[src/rtl/seq_detector_prog_if.sv]
// Bundles the configuration, term stream and detection results of seq_detector_prog.
// The master drives config and terms; the slave (the detector) returns the flag and count.
interface seq_detector_prog_if #(
    parameter int DATA_W  = 3,
    parameter int SEQ_LEN = 8,
    parameter int CNT_W   = 8
);
    logic                      clear;
    logic                      cfg_overlap;
    logic [SEQ_LEN*DATA_W-1:0] cfg_seq;
    logic                      data_valid;
    logic [DATA_W-1:0]         data;
    logic                      sequence_found;
    logic [CNT_W-1:0]          match_count;

    modport master (
        output clear, cfg_overlap, cfg_seq, data_valid, data,
        input  sequence_found, match_count
    );

    modport slave (
        input  clear, cfg_overlap, cfg_seq, data_valid, data,
        output sequence_found, match_count
    );
endinterface

[src/rtl/seq_detector_prog.sv]
// Programmable sliding-window sequence detector with saturating match counter.
// Latency: sequence_found is combinational on the final term; match_count updates one cycle later.
// Backpressure: none; every valid term is accepted, idle cycles leave state untouched.
module seq_detector_prog #(
    parameter int DATA_W  = 3,
    parameter int SEQ_LEN = 8,
    parameter int CNT_W   = 8
) (
    input logic                 clk,
    input logic                 reset_n,
    seq_detector_prog_if.slave  bus
);
    localparam int FILL_W = $clog2(SEQ_LEN);
    localparam logic [FILL_W-1:0] FILL_MAX = FILL_W'(SEQ_LEN - 1);

    logic [DATA_W-1:0] hist_q [1:SEQ_LEN-1];
    logic [DATA_W-1:0] hist_d [1:SEQ_LEN-1];
    logic [FILL_W-1:0] fill_q, fill_d;
    logic [CNT_W-1:0]  match_count_q, match_count_d;
    logic              hist_match;
    logic              seq_found;
    logic              shift_en;

    // hist[k] holds the term k steps back, so it must equal term SEQ_LEN-1-k
    always_comb begin
        hist_match = 1'b1;
        for (int k = 1; k < SEQ_LEN; k++) begin
            if (hist_q[k] != bus.cfg_seq[(SEQ_LEN-1-k)*DATA_W +: DATA_W])
                hist_match = 1'b0;
        end
    end

    always_comb begin
        seq_found = bus.data_valid && !bus.clear && (fill_q == FILL_MAX) &&
                    (bus.data == bus.cfg_seq[(SEQ_LEN-1)*DATA_W +: DATA_W]) &&
                    hist_match;
    end

    always_comb begin
        fill_d        = fill_q;
        match_count_d = match_count_q;
        shift_en      = 1'b0;
        if (bus.clear) begin
            fill_d        = '0;
            match_count_d = '0;
        end else if (bus.data_valid) begin
            if (seq_found) begin
                if (!(&match_count_q))
                    match_count_d = match_count_q + CNT_W'(1);
                if (bus.cfg_overlap) begin
                    shift_en = 1'b1;
                end else begin
                    fill_d = '0;
                end
            end else begin
                shift_en = 1'b1;
                if (fill_q != FILL_MAX)
                    fill_d = fill_q + FILL_W'(1);
            end
        end
    end

    always_comb begin
        hist_d = hist_q;
        if (shift_en) begin
            hist_d[1] = bus.data;
            for (int k = 2; k < SEQ_LEN; k++)
                hist_d[k] = hist_q[k-1];
        end
    end

    always_ff @(posedge clk or negedge reset_n) begin
        if (!reset_n) begin
            fill_q        <= '0;
            match_count_q <= '0;
            for (int k = 1; k < SEQ_LEN; k++)
                hist_q[k] <= '0;
        end else begin
            fill_q        <= fill_d;
            match_count_q <= match_count_d;
            for (int k = 1; k < SEQ_LEN; k++)
                hist_q[k] <= hist_d[k];
        end
    end

    assign bus.sequence_found = seq_found;
    assign bus.match_count    = match_count_q;
endmodule
[src/flat_wrapper.sv]
// flat-port wrapper written by rule: the top's interface ports become plain ports
module seq_detector_prog_flat 
#(
    parameter int DATA_W  = 3,
    parameter int SEQ_LEN = 8,
    parameter int CNT_W   = 8
)
  (clk, reset_n, bus_clear, bus_cfg_overlap, bus_cfg_seq, bus_data_valid, bus_data, bus_sequence_found, bus_match_count);
  seq_detector_prog_if #(.DATA_W(DATA_W), .SEQ_LEN(SEQ_LEN), .CNT_W(CNT_W)) bus_i ();
  input logic clk;
  input logic reset_n;
  input wire logic [$bits(bus_i.clear)-1:0] bus_clear;
  input wire logic [$bits(bus_i.cfg_overlap)-1:0] bus_cfg_overlap;
  input wire logic [$bits(bus_i.cfg_seq)-1:0] bus_cfg_seq;
  input wire logic [$bits(bus_i.data_valid)-1:0] bus_data_valid;
  input wire logic [$bits(bus_i.data)-1:0] bus_data;
  output wire logic [$bits(bus_i.sequence_found)-1:0] bus_sequence_found;
  output wire logic [$bits(bus_i.match_count)-1:0] bus_match_count;
  assign bus_i.clear = bus_clear;
  assign bus_i.cfg_overlap = bus_cfg_overlap;
  assign bus_i.cfg_seq = bus_cfg_seq;
  assign bus_i.data_valid = bus_data_valid;
  assign bus_i.data = bus_data;
  assign bus_sequence_found = bus_i.sequence_found;
  assign bus_match_count = bus_i.match_count;
  seq_detector_prog #(.DATA_W(DATA_W), .SEQ_LEN(SEQ_LEN), .CNT_W(CNT_W)) u_core (.clk(clk), .reset_n(reset_n), .bus(bus_i));
endmodule
[config.mk]
export PLATFORM = sky130hd
export DESIGN_NAME = seq_detector_prog_flat
export DESIGN_NICKNAME = d
export VERILOG_FILES = /design/src/rtl/seq_detector_prog_if.sv /design/src/rtl/seq_detector_prog.sv /design/src/flat_wrapper.sv
export SDC_FILE = /design/constraint.sdc
export NUM_CORES = 1
export LEC_CHECK = 0
export ABC_AREA = 1
export CAP_MARGIN = 30
export CORE_MARGIN = 4
export CORE_UTILIZATION = 45
export CTS_CLUSTER_DIAMETER = 30
export DETAILED_ROUTE_END_ITERATION = 12
export PLACE_DENSITY = 0.74
export SYNTH_ARGS = -nofsm -noshare
export SYNTH_HDL_FRONTEND = slang
export SYNTH_SLANG_ARGS = --single-unit
[constraint.sdc]
create_clock -name clk -period 1.75 [get_ports clk]
set_input_delay 0.2625 -clock clk [delete_from_list [all_inputs] [get_ports clk]]
set_output_delay 0.2625 -clock clk [all_outputs]
set_load 0.02 [all_outputs]
==> flow_summary.ini <==
[outcome]
status = finished, violations left
violations = negative setup slack

[cts]
cts_tree = done
clk_pin_slew_ns = 0.08
clockBufferDepth = 2
insertion_delay_ns = 0.30
clock_sinks = 32
htreeDepth = 2
cts-root-buf = clkbuf_8
cts_buffers = 5
hold_buffers = 0

[floorplanning]
ios = 41
rows = 25
die_h_um = 79.18
dieArea_um2 = 6269
start_util = 0.4732
die_w_um = 79.18
core_area_um2 = 4817

[timing]
finalCritPeriodShare = 1.209
rsz0062_at_grt = yes
fmax_mhz = 472.7
layout_min_cycle_time_ns = 2.115
max-slew-margin-rel = 0.7117
worst_pin_slew_ns = 0.4324
layout_setup_ws_ns = -0.3655
skew_ns = 0.01435
fin_tns_setup_ns = -9.037
slew_violations = 0
setup_violations = 33
hold_violations = 0

[routing]
vias_per_cell = 4.987
drt_iter0_markers = 167
finalWirelength_um = 7464
drt_pass1_iterations = 5
ant_nets = 0
via_count = 2743
wl_per_cell_um = 13.57
drc = 0

[synth]
synthDistinctLibCells = 21
synth_area_leaders = dfrtp_1, nand2_1, inv_1
synth.most_common_cell = nand2_1
synthCells = 379
synth_nets = 414
synth_warnings = 0
ys.flop_type = dfrtp_1
synthArstFlopShare = 1.000
avgSynthCellArea_um2 = 6.015
yosysTopAreaCell = dfrtp_1
synth_top_area_share = 0.3513
synth_edf_count = 0
synth_seq_cells = 32
seq_area_frac_synth = 0.3513
synth_area_um2 = 2280
netlist_top_cells_count = nand2_1, inv_1, nor2_1, dfrtp_1, nand3_1

[critical_path]
path_cells = clkdlybuf4s50_1 -> buf_4 -> xnor2_1 -> nand2_1 -> nor2_1 -> nand2_1 -> nor2_2 -> nand3_2 -> nand2_4 -> buf_12 -> buf_12 -> nand2_2 -> o21ai_1
endpoint_kind = flip-flop
cp-start-kind = primary input
path_class = in2reg
critPathArrivalTime_ns = 2.33
critPathMaxFanout = 5
critical_path_required_ns = 1.96
critical-path-max-stage-delay_ns = 0.46
slowest_stage = clkdlybuf4s50_1

[pwr]
p_sw_frac = 0.3487
p_per_area_nw_per_um2 = 675.0
vdd_drop_max_v = 0.0005350
comb_power_share = 0.376
p_seq_frac = 0.376
p_leak_nw = 1.913
p_switching_uw = 860.5
p_clk_frac = 0.248
p_int_mw = 1.607

[finish]
fill_cells = 379
drive_gt1_frac = 0.2712
seq_area_um2 = 800.8
postLayoutCoreUtil = 0.7590
syn_to_final_growth_pct = 60.37
multi_input_area_um2 = 1398
diodes = 0
nets = 517
stdcell_area_um2 = 3656

[grt]
grt_pass1_vias = 2536
track_usage = 0.2269
grt_start_max_net_pins = 33
overflow = 0
antenna_found_initial = 0
grt_pass1_wl_um = 11320

[place]
hpwlAfterDp_um = 4682
globalplace.congestion = 0.8134
io_buffers = 40
dpl_cell_area_um2 = 3128
place_ws_ns = -0.6329

[flow_run]
cap_violations = 0

[min_path]
min_path_type = in2async
[metal layers]
metal  part of all wire  GRT usage  vias up  wire length, µm
li1                   -          -     1347                -
met1               0.41     0.2769     1261             3095
met2               0.50     0.3981      112             3732
met3              0.061    0.04195       23              452
met4              0.025    0.07904        0              184
met5                  0          0        -                0
[cells in the final DEF, fill, tap and decap left out, types with 6 or more instances in the layout]
cell and count:
xnor2_1 6, nand3_2 9, nand2_4 9, nand3_1 9, o21ai_1 11, clkdlybuf4s50_1 39
nand2_2 14, buf_4 50, nand4_1 9, nor2_1 31, clkbuf_8 6, nor2_2 10
nand2_1 137, dfrtp_1 32, inv_1 69
[power groups by stage]
stage / Combinational [mW] / Clock (mW) / Sequential [mW]
final: 0.928 / 0.612 / 0.927
after global routing: 1.03 / 0.647 / 0.940
after CTS: 0.835 / 0.615 / 0.914
after detailed placement: 0.781 / 0 / 0.925
after global placement: 0.760 / 0 / 0.920
after floorplan: 0.393 / 0 / 0.912
[worst max-delay path, delay by kind of cell]
| family | cells | cell delay (ns) |
|---|---|---|
| buffers and inverters | 4 | 0.88 |
| xor gates and xnor gates | 1 | 0.26 |
| and+or+nand+nor | 7 | 0.84 |
| AOI/OAI and AO/OA | 1 | 0.08 |
[worst paths after layout]
path,start,slack (ns),depth (start not counted),endpoint
worst max-delay path,bus_cfg_seq[19],-0.37,13,u_core.hist_q[17]$_DFFE_PN0P_
worst min-delay path,reset_n,0.37,2,u_core.fill_q[2]$_DFFE_PN0P_
worst max register to register,u_core.hist_q[19]$_DFFE_PN0P_,-0.34,12,u_core.hist_q[17]$_DFFE_PN0P_
worst min register to register,u_core.fill_q[0]$_DFFE_PN0P_,0.52,2,u_core.fill_q[0]$_DFFE_PN0P_
max in group asynchronous,reset_n,1.06,2,u_core.hist_q[6]$_DFFE_PN0P_
min in group clk,u_core.fill_q[0]$_DFFE_PN0P_,0.52,2,u_core.fill_q[0]$_DFFE_PN0P_
[final cells by class]
class / instances / area share
clock buffers: 6 / 0.02259
clock inverters: 2 / 0.002738
inverters: 73 / 0.07495
multi-input cells: 268 / 0.3823
flip-flops and latches: 32 / 0.2190
well taps: 67 / 0.02293
repair buffers: 102 / 0.2755
[logic make-up (layout without fill, tap and decap cells)]
kind of cell               count (synthesis)  in the layout  share of synthesized area
and+or+nand+nor                          234            234                     0.4166
buffers and inverters                     79            183                     0.1361
DFF                                       32             32                     0.3513
AOI/OAI and AO/OA                         24             24                    0.05269
xor gates and xnor gates                   7              7                    0.02689
adders and majority gates                  3              3                    0.01647
[state kept, by name, summed over array words and instances, names as in the netlist]
| name | cells |
|---|---|
| u_core.hist_q | 21 |
| u_core.bus.match_count | 8 |
| u_core.fill_q | 3 |
[what timing repair did]
item | in CTS | in global routing
endpoints found under the setup margin | 33 | 33
buffers inserted | 8 | 3
pin swaps | 10 | 15
cloned | 2 | 2
resized for setup | 43 | 44
endpoints found under the hold margin | 0 | 0
[per-stage QoR]
| step | power [mW] | hold slack [ns] | std cells |
|---|---|---|---|
| floorplan | 1.305 | -0.03309 | 379 |
| global placement | 1.680 | 0.4595 | 530 |
| detailed placement | 1.707 | 0.4862 | 530 |
| CTS | 2.363 | 0.3847 | 547 |
| global route | 2.614 | 0.4253 | 550 |
| finish | 2.468 | 0.3663 | 550 |
Power figures use the tool's default switching activity.
